## config.mk

```make
export PLATFORM = sky130hd
export DESIGN_NAME = rl_ram_1r1w_fifo_ctrl
export DESIGN_NICKNAME = d
export VERILOG_FILES = /design/src/rtl/rl_ram_1r1w_fifo_ctrl.sv
export SDC_FILE = /design/constraint.sdc
export NUM_CORES = 1
export LEC_CHECK = 0
export ABC_AREA = 1
export CORE_MARGIN = 4
export CORE_UTILIZATION = 28
export DETAILED_ROUTE_END_ITERATION = 8
export PLACE_DENSITY_LB_ADDON = 0.05
export REMOVE_ABC_BUFFERS = 1
export SYNTH_ARGS = -nofsm -noshare
export SYNTH_HDL_FRONTEND = slang
export SYNTH_SLANG_ARGS = --single-unit
```

## constraint.sdc

```tcl
create_clock -name clk_i -period 2.63 [get_ports clk_i]
set_input_delay 0.526 -clock clk_i [delete_from_list [all_inputs] [get_ports clk_i]]
set_output_delay 0.526 -clock clk_i [all_outputs]
set_load 0.01 [all_outputs]
```

## src/rtl/rl_ram_1r1w_fifo_ctrl.sv

```systemverilog
// rl_ram_1r1w_fifo_ctrl
// FIFO controller that keeps its storage in an external 1R1W RAM with a
// registered (1-cycle) read port. The controller owns the pointers, the
// occupancy bookkeeping and the consumer-side valid flag; the RAM holds data.
//
// Handshakes: a transfer happens on a cycle where valid and ready are both
// high at the rising edge. The producer may hold wr_valid_i/wr_data_i until
// wr_ready_o is seen; the controller holds rd_valid_o/rd_data_o stable until
// rd_ready_i is seen. wr_ready_o depends only on registered state.
//
// Ports
//   clk_i, rst_ni           clock (rising edge), async active-low reset
//   clr_i                   synchronous flush, overrides push/pop
//   wr_valid_i, wr_data_i   producer side, wr_ready_o = space available
//   rd_valid_o, rd_data_o   consumer side, rd_ready_i = head accepted
//   count_o                 occupancy 0 .. 2**ABITS
//   empty_o, almost_full_o  occupancy flags
//   ram_*                   external RAM write port, read address and data
module rl_ram_1r1w_fifo_ctrl #(
    parameter int ABITS     = 4,
    parameter int DBITS     = 32,
    parameter int AFULL_LVL = 2**ABITS - 1
) (
    input  logic                     clk_i,
    input  logic                     rst_ni,
    input  logic                     clr_i,
    input  logic                     wr_valid_i,
    input  logic [DBITS-1:0]         wr_data_i,
    output logic                     wr_ready_o,
    output logic                     rd_valid_o,
    output logic [DBITS-1:0]         rd_data_o,
    input  logic                     rd_ready_i,
    output logic [ABITS:0]           count_o,
    output logic                     empty_o,
    output logic                     almost_full_o,
    output logic [ABITS-1:0]         ram_waddr_o,
    output logic [DBITS-1:0]         ram_din_o,
    output logic                     ram_we_o,
    output logic [(DBITS+7)/8-1:0]   ram_be_o,
    output logic [ABITS-1:0]         ram_raddr_o,
    input  logic [DBITS-1:0]         ram_dout_i
);

    localparam logic [ABITS:0] DEPTH     = {1'b1, {ABITS{1'b0}}};
    localparam logic [ABITS:0] AFULL_CNT = (ABITS+1)'(AFULL_LVL);

    logic [ABITS:0] wr_ptr;
    logic [ABITS:0] rd_ptr;
    logic [ABITS:0] rd_ptr_nxt;
    logic           rd_valid_q;
    logic           push;
    logic           pop;

    // The extra MSB on each pointer distinguishes full from empty when the
    // RAM address bits are equal; the subtraction wraps naturally.
    assign count_o       = wr_ptr - rd_ptr;
    assign empty_o       = (count_o == '0);
    assign almost_full_o = (count_o >= AFULL_CNT);
    assign wr_ready_o    = (count_o != DEPTH);

    // rst_ni is folded in so the RAM never sees a write while reset is held.
    assign push = wr_valid_i & wr_ready_o & ~clr_i & rst_ni;
    assign pop  = rd_valid_q & rd_ready_i;

    // The read address runs one step ahead of the registered head so the RAM
    // output register already holds the next entry when a pop is taken.
    assign rd_ptr_nxt  = rd_ptr + {{ABITS{1'b0}}, pop};
    assign ram_raddr_o = rd_ptr_nxt[ABITS-1:0];

    assign ram_we_o    = push;
    assign ram_waddr_o = wr_ptr[ABITS-1:0];
    assign ram_din_o   = wr_data_i;
    assign ram_be_o    = '1;

    assign rd_valid_o  = rd_valid_q;
    assign rd_data_o   = ram_dout_i;

    always_ff @(posedge clk_i or negedge rst_ni) begin
        if (!rst_ni) begin
            wr_ptr     <= '0;
            rd_ptr     <= '0;
            rd_valid_q <= 1'b0;
        end else if (clr_i) begin
            wr_ptr     <= '0;
            rd_ptr     <= '0;
            rd_valid_q <= 1'b0;
        end else begin
            wr_ptr     <= wr_ptr + {{ABITS{1'b0}}, push};
            rd_ptr     <= rd_ptr_nxt;
            // Compare against the pre-edge write pointer: an entry written at
            // this same edge cannot be read yet (read-old-data collision), so
            // it only becomes visible one edge later.
            rd_valid_q <= (rd_ptr_nxt != wr_ptr);
        end
    end

endmodule

```

==> flow_summary_export.csv, run 1 <==
group,metric,value,unit
global_routing,grt_pass1_wl,9.963,mm
worst_setup_path,crit_type,"reg2out",
placement,io_buffer_count,22,
cts,cts_buffers,3,
placement,routabilityCongestion,0.8720,
routing,wl_per_cell,33.83,microns
final_layout,final_nets,241,
routing,firstDrtPassIters,5,
outcome,status,"finished clean",
pwr,leakage,0.0007403,uW
sta,drv_slew,0,
sta,finalCriticalPeriod,2535,ps
final_layout,fin_util,0.2803,
routing,drt_iter0_markers,37,
global_routing,grt_overflow_total,0,
floorplanning,dieArea,0.006026,sq mm
final_layout,final_cell_mix,"27 x nand2_1, 22 x inv_1, 18 x buf_4",
cts,root_buffer,"clkbuf_8",
cts,clock_latency,240,ps
floorplanning,rows,25,
floorplanning,start_util,0.2874,
placement,post_dp_cell_area,0.001256,sq mm
floorplanning,die_y,77.63,microns
floorplanning,die_w,77.63,microns
cts,clk_pin_slew,50,ps
sta,fin_skew,2.520,ps
synth,yosysSeqAreaShare,0.2028,
cts,cts_max_level,1,
cts,clock_path_buffers,2,
sta,hold_slack,487.5,ps
cts,cts_tree,"done",
worst_setup_path,cp_slowest_cell,"fa_2",
hold_path,hold_path_depth,1,
final_layout,drive_above_1_share,0.2407,
worst_setup_path,arrival,2010,ps
worst_setup_path,worst-r2r-cell-count,14,
cts,hold_buffers,0,
sta,period_share,0.9638,
final_layout,area_growth,-2.488,%
sta,setup_viol,0,
global_routing,grt_antenna_before_repair,0,
global_routing,grt_max_degree,12,
routing,totalWireLength,7.746,mm
routing,ant_nets,0,
final_layout,layout_commonest_cell,"nand2_1",
global_routing,gr-usage-all-layers,0.2552,
final_layout,layout.cells.non_filler,229,
pwr,p_per_area,368.8,mW/mm^2
worst_setup_path,cp_max_fo,2,
hold_path,hold_class,"reg2reg",
synth,synth_cell_types,20,
routing,vias,1023,
routing,viasPerCell,4.467,
pwr,ir_worst_vdd,0.1683,mV
sta,hold_violations,0,
cts,numClockSinks,11,
final_layout,diodes,0,
synth,ys_warn_count,0,
routing,drc,0,
sta,max_freq,0.3945,GHz
worst_setup_path,start_kind,"flop",
flow_run,cap_violations,0,
synth,synthesis.area,0.001358,sq mm
worst_setup_path,cp.required,2100,ps
floorplanning,core_area,0.004723,sq mm
global_routing,grt_pass1_vias,984,
final_layout,stdcell_area,0.001324,sq mm
placement,hpwl,7.257,mm
worst_setup_path,crit_chain,"inv_1 > ha_2 > fa_2 > nand2_1 > nor2_2 > nand3_2 > buf_4 > nor2_1 > buf_2",
sta,rsz0062_at_grt,"no",
synth,avgSynthCellArea,7.221,sq um
floorplanning,io_pins,155,
synth,synth_seq_cells,11,
worst_setup_path,end_kind,"primary output",
sta,fin_tns_setup,0,ps
synth,netlist_instances,188,
placement,dp_cells,224,
worst_setup_path,slowest_delay,530,ps
==> flip-flops by register name, summed over array words and instances (netlist names) <==
signal,flops
rd_ptr,5
wr_ptr,5
rd_valid_o,1
==> what timing repair did <==
| action | in CTS | in global routing |
|---|---|---|
| gates resized for setup | 18 | 8 |
| hold endpoints to repair | 0 | 0 |
| endpoints found under the setup margin | 9 | 6 |
| buffers inserted | 1 | 0 |
| gates cloned | 0 | 0 |
| pin swaps | 2 | 2 |
==> where the power goes <==
part / leakage [uW] / switching (uW) / internal [uW]
clock: 0.0000228 / 68.0 / 107
sequential: 0.000153 / 2.58 / 173
combinational: 0.000565 / 70.6 / 66.8
==> cell type report <==
cell class	count	area (sq um)
clock buffers	4	45.04
inverters	25	93.84
well taps	67	83.83
multi-input cells	82	486.7
repair buffers	40	339.1
flip-flops and latches	11	275.3
fillers	529	3400
==> path summary, 6_finish.rpt <==
check | start | end | slack (ps)
worst max-delay path | wr_ptr[0]$_DFF_PN0_ | empty_o | 100
worst min-delay path | rd_ptr[4]$_DFF_PN0_ | rd_ptr[4]$_DFF_PN0_ | 490
worst max register to register | wr_ptr[0]$_DFF_PN0_ | wr_ptr[4]$_DFF_PN0_ | 230
worst min register to register | rd_ptr[4]$_DFF_PN0_ | rd_ptr[4]$_DFF_PN0_ | 490
max in group asynchronous | rst_ni | wr_ptr[3]$_DFF_PN0_ | 1780
min in group asynchronous | rst_ni | wr_ptr[1]$_DFF_PN0_ | 690
==> per-layer routing <==
layer	track usage	wire length, microns	share of wire	up-vias
li1	-	-	-	450
met1	0.1374	1397	0.18	409
met2	0.4144	3584	0.46	156
met3	0.4072	2685	0.35	8
met4	0.03737	78	0.010	0
met5	0	0	0	-
==> metrics by stage <==
stage,setup slack (ps),total power (uW)
3_5_place_dp,-147.2,322.9
2_1_floorplan,28.96,239.2
3_3_place_gp,-147.5,325.9
5_1_grt,2.111,513.2
4_1_cts,1.421,494.9
6_report,95.23,488.2
==> cells by family (layout without fill, tap and decap cells) <==
group,after synthesis,after routing,synth area share
xor gates and xnor gates,2,2,0.01291
other,1,4,0.002762
DFF,11,11,0.2028
buffers and inverters,98,69,0.4700
adders and majority gates,9,9,0.08848
and+or+nand+nor,58,58,0.1899
AOI/OAI and AO/OA,9,9,0.03318
==> cells in the mapped netlist <==
| cell | number | share of area |
|---|---|---|
| buf_4 | 72 | 0.40 |
| nand2_1 | 27 | 0.075 |
| inv_1 | 22 | 0.061 |
| nand3_1 | 12 | 0.044 |
| dfrtp_1 | 11 | 0.20 |
| nor2_1 | 11 | 0.030 |
| ha_1 | 8 | 0.074 |
| a21oi_1 | 6 | 0.022 |
| o21ai_0 | 3 | 0.011 |
| inv_2 | 2 | 0.0055 |
| nand2_2 | 2 | 0.0092 |
| nand4_1 | 2 | 0.0092 |
| nor2_2 | 2 | 0.0092 |
| xnor2_1 | 2 | 0.013 |
| clkbuf_1 | 1 | 0.0028 |
| clkinv_1 | 1 | 0.0028 |
| conb_1 | 1 | 0.0028 |
| fa_1 | 1 | 0.015 |
| nand3_2 | 1 | 0.0074 |
| nand3b_1 | 1 | 0.0055 |
==> critical path: cells and delay by family, from the launching register on <==
family                     cells  cell delay (ps)
adders and majority gates      2              730
buffers and inverters          3              350
DFF                            1              340
and+or+nand+nor                4              350
Note: power is estimated with default switching activity, not from simulation.
==> run 2, diff against run 1 <==
--- a/config.mk
+++ b/config.mk
@@ -11,6 +11,7 @@
 export DETAILED_ROUTE_END_ITERATION = 8
 export PLACE_DENSITY_LB_ADDON = 0.05
 export REMOVE_ABC_BUFFERS = 1
+export SLEW_MARGIN = 25
 export SYNTH_ARGS = -nofsm -noshare
 export SYNTH_HDL_FRONTEND = slang
 export SYNTH_SLANG_ARGS = --single-unit
==> results of run 2 <==
Final layout, timing and power as in run 1 (identical DEF).
==> run 3, diff against run 2 <==
--- a/config.mk
+++ b/config.mk
@@ -5,10 +5,11 @@
 export SDC_FILE = /design/constraint.sdc
 export NUM_CORES = 1
 export LEC_CHECK = 0
-export ABC_AREA = 1
 export CORE_MARGIN = 4
-export CORE_UTILIZATION = 28
+export CORE_UTILIZATION = 27
+export CTS_CLUSTER_DIAMETER = 60
 export DETAILED_ROUTE_END_ITERATION = 8
+export HOLD_SLACK_MARGIN = 0.03
 export PLACE_DENSITY_LB_ADDON = 0.05
 export REMOVE_ABC_BUFFERS = 1
 export SLEW_MARGIN = 25
==> flow_summary_export.csv, run 3 <==
group,metric,value,unit
routing,vias,841,
sta,rsz0062_at_grt,"yes",
sta,finalWorstSetupSlack,-33.13,ps
synth,netlist_instances,149,
outcome,violations,"setup timing",
worst_setup_path,start_kind,"flop",
synth,synth_commonest_cells,"72 x buf_4, 12 x inv_1, 11 x dfrtp_1, 10 x xor2_1, 8 x ha_1",
sta,drv_slew,0,
synth,synth_edf_count,0,
sta,fin_tns_setup,-49.40,ps
floorplanning,die_y,77.72,microns
cts,cts_max_level,1,
worst_setup_path,crit_type,"reg2out",
cts,clock_path_buffers,2,
cts,cts_tree,"done",
synth,async_flop_share,1.000,
pwr,leakage,0.0007100,uW
global_routing,grt_antenna_before_repair,0,
worst_setup_path,cp_max_fo,3,
placement,routabilityCongestion,0.7834,
cts,root_buffer,"clkbuf_8",
sta,finalCriticalPeriod,2663,ps
worst_setup_path,crit_buf_inv,4,
cts,clk_pin_slew,60,ps
global_routing,gr-usage-all-layers,0.2463,
routing,ant_nets,0,
routing,totalWireLength,7.497,mm
cts,cts_buffers,3,
floorplanning,start_util,0.2779,
worst_setup_path,crit_family,"adder cells",
synth,yosysSeqAreaShare,0.2097,
global_routing,grt_overflow_total,0,
synth,synth_most_common_cell,"buf_4",
placement,post-place-ws,-189.0,ps
global_routing,grt_max_degree,12,
sta,max_freq,0.3755,GHz
sta,setup_viol,2,
worst_setup_path,end_kind,"primary output",
routing,wl_per_cell,37.30,microns
sta,period_share,1.013,
synth,synth_top_area_frac,0.4118,
worst_setup_path,cp_slowest_cell,"dfrtp_1",
routing,viasPerCell,4.184,
final_layout,area_growth,6.768,%
final_layout,drive_above_1_share,0.4030,
final_layout,diodes,0,
synth,synth_ff_type,"dfrtp_1",
pwr,ir_worst_vdd,0.1838,mV
routing,firstDrtPassIters,2,
sta,fin_skew,2.913,ps
pwr,p_per_area,375.6,mW/mm^2
global_routing,grt_pass1_vias,848,
synth,avgSynthCellArea,8.809,sq um
flow_run,cap_violations,0,
floorplanning,core_area,0.004723,sq mm
placement,io_buffer_count,22,
routing,drc,0,
final_layout,final_nets,213,
final_layout,layout.cells.non_filler,201,
worst_setup_path,cp.required,2100,ps
synth,synth_seq_cells,11,
hold_path,hold_class,"reg2reg",
synth,synth_cell_types,24,
synth,synth_area_leaders,"buf_4 41%, dfrtp_1 21%, ha_1 7.6%, xor2_1 6.7%, inv_1 3.4%",
floorplanning,die_w,77.72,microns
cts,clock_latency,240,ps
cts,numClockSinks,11,
worst_setup_path,slowest_delay,390,ps
final_layout,final_cell_mix,"27 x buf_4, 12 x clkdlybuf4s50_1, 11 x inv_1, 11 x dfrtp_1, 10 x xor2_1",
worst_setup_path,crit_chain,"ha_2 > fa_2 > inv_2 > a21o_1 > a21oi_2 > xnor2_2 > buf_4 > buf_6 > and3b_1 > buf_2",
final_layout,layout_commonest_cell,"buf_4",
floorplanning,rows,25,
sta,hold_violations,0,
worst_setup_path,arrival,2140,ps
routing,drt_iter0_markers,24,
placement,hpwl,6.825,mm
floorplanning,dieArea,0.006040,sq mm
placement,dp_cells,186,
pwr,power,526.3,uW
floorplanning,io_pins,155,
synth,post-synth-top-area-cell,"buf_4",
global_routing,grt_pass1_wl,9.487,mm
outcome,status,"complete, but fails checks",
synth,synthesis.area,0.001313,sq mm
synth,ys_warn_count,0,
## run 3: cell count changes in the layout (fill, tap and decap cells not counted), moves of 3 or more
cell and change:
ha_4 +3, nand2_1 -26, nand3_1 -9, xor2_1 +10
o21ai_0 -3, inv_1 -11, a21oi_1 -4, nor2_1 -6
buf_6 +3, ha_2 -3, nor2b_1 +5, buf_4 +9
## run 3: metrics by stage
step                instance area (sq um)  utilization  hold slack [ps]
global placement                     1219       0.2580            586.9
finish                               1401       0.2967            590.4
floorplan                           779.5            -            230.4
detailed placement                   1219       0.2580            584.1
CTS                                  1351       0.2861            609.7
global route                         1401       0.2967            640.9
## run 3: area by class of cell
type / instances / area [sq um]
repair buffers: 51 / 425.4
fillers: 511 / 3322
flip-flops and latches: 11 / 275.3
inverters: 12 / 45.04
well taps: 67 / 83.83
clock buffers: 4 / 45.04
multi-input cells: 56 / 526.8
## run 3: worst reg2reg max path, cell delays in order (launching register included)
cell	delay, ps
dfrtp_1	390
ha_2	200
fa_2	360
inv_2	50
a21o_1	110
a21oi_2	60
xnor2_2	140
buf_4	150
a311oi_2	230
buf_4	170
ha_4	140
ha_4	130
nand3_2	60
xor2_1	130
nor2_1	50
## run 3: cell families (layout without fill, tap and decap cells)
| group | count (synthesis) | after routing | synth area share |
|---|---|---|---|
| buffers and inverters | 85 | 67 | 0.4490 |
| adder cells (fa/ha/maj) | 9 | 9 | 0.09152 |
| flip-flops | 11 | 11 | 0.2097 |
| AND/OR/NAND/NOR | 21 | 21 | 0.08389 |
| other | 1 | 4 | 0.002857 |
| XOR/XNOR | 15 | 15 | 0.1173 |
| AO/OA/AOI/OAI | 7 | 7 | 0.04575 |
## run 3: per-layer routing
| metal | wire (microns) | global-route usage | share of wire | vias to the layer above |
|---|---|---|---|---|
| li1 | - | - | - | 355 |
| met2 | 3621 | 0.4084 | 0.48 | 134 |
| met3 | 2687 | 0.4153 | 0.36 | 6 |
| met4 | 59 | 0.02847 | 0.0079 | 2 |
| met1 | 1106 | 0.1117 | 0.15 | 344 |
| met5 | 22 | 0.03636 | 0.0029 | - |
## run 3: what timing repair did
item / in CTS / in global routing
hold buffers: 0 / 0
pin swaps: 10 / 11
endpoints found under the setup margin: 11 / 8
setup buffers: 9 / 3
gates resized for setup: 29 / 11
## run 3: worst paths after layout
path | start | end | slack [ps] | depth (start not counted)
worst max-delay path | rd_ptr[0]$_DFF_PN0_ | empty_o | -30 | 10
worst min-delay path | wr_ptr[4]$_DFF_PN0_ | wr_ptr[4]$_DFF_PN0_ | 590 | 2
worst max register to register | rd_ptr[0]$_DFF_PN0_ | wr_ptr[4]$_DFF_PN0_ | 140 | 14
worst min register to register | wr_ptr[4]$_DFF_PN0_ | wr_ptr[4]$_DFF_PN0_ | 590 | 2
max in group asynchronous | rst_ni | rd_ptr[2]$_DFF_PN0_ | 1790 | 2
min in group asynchronous | rst_ni | rd_ptr[0]$_DFF_PN0_ | 680 | 2
## run 3: report_power, final
part           internal (uW)  switching, uW
Combinational           91.5           76.4
Sequential               174           2.57
Clock                    107           74.8
Total                    373            154
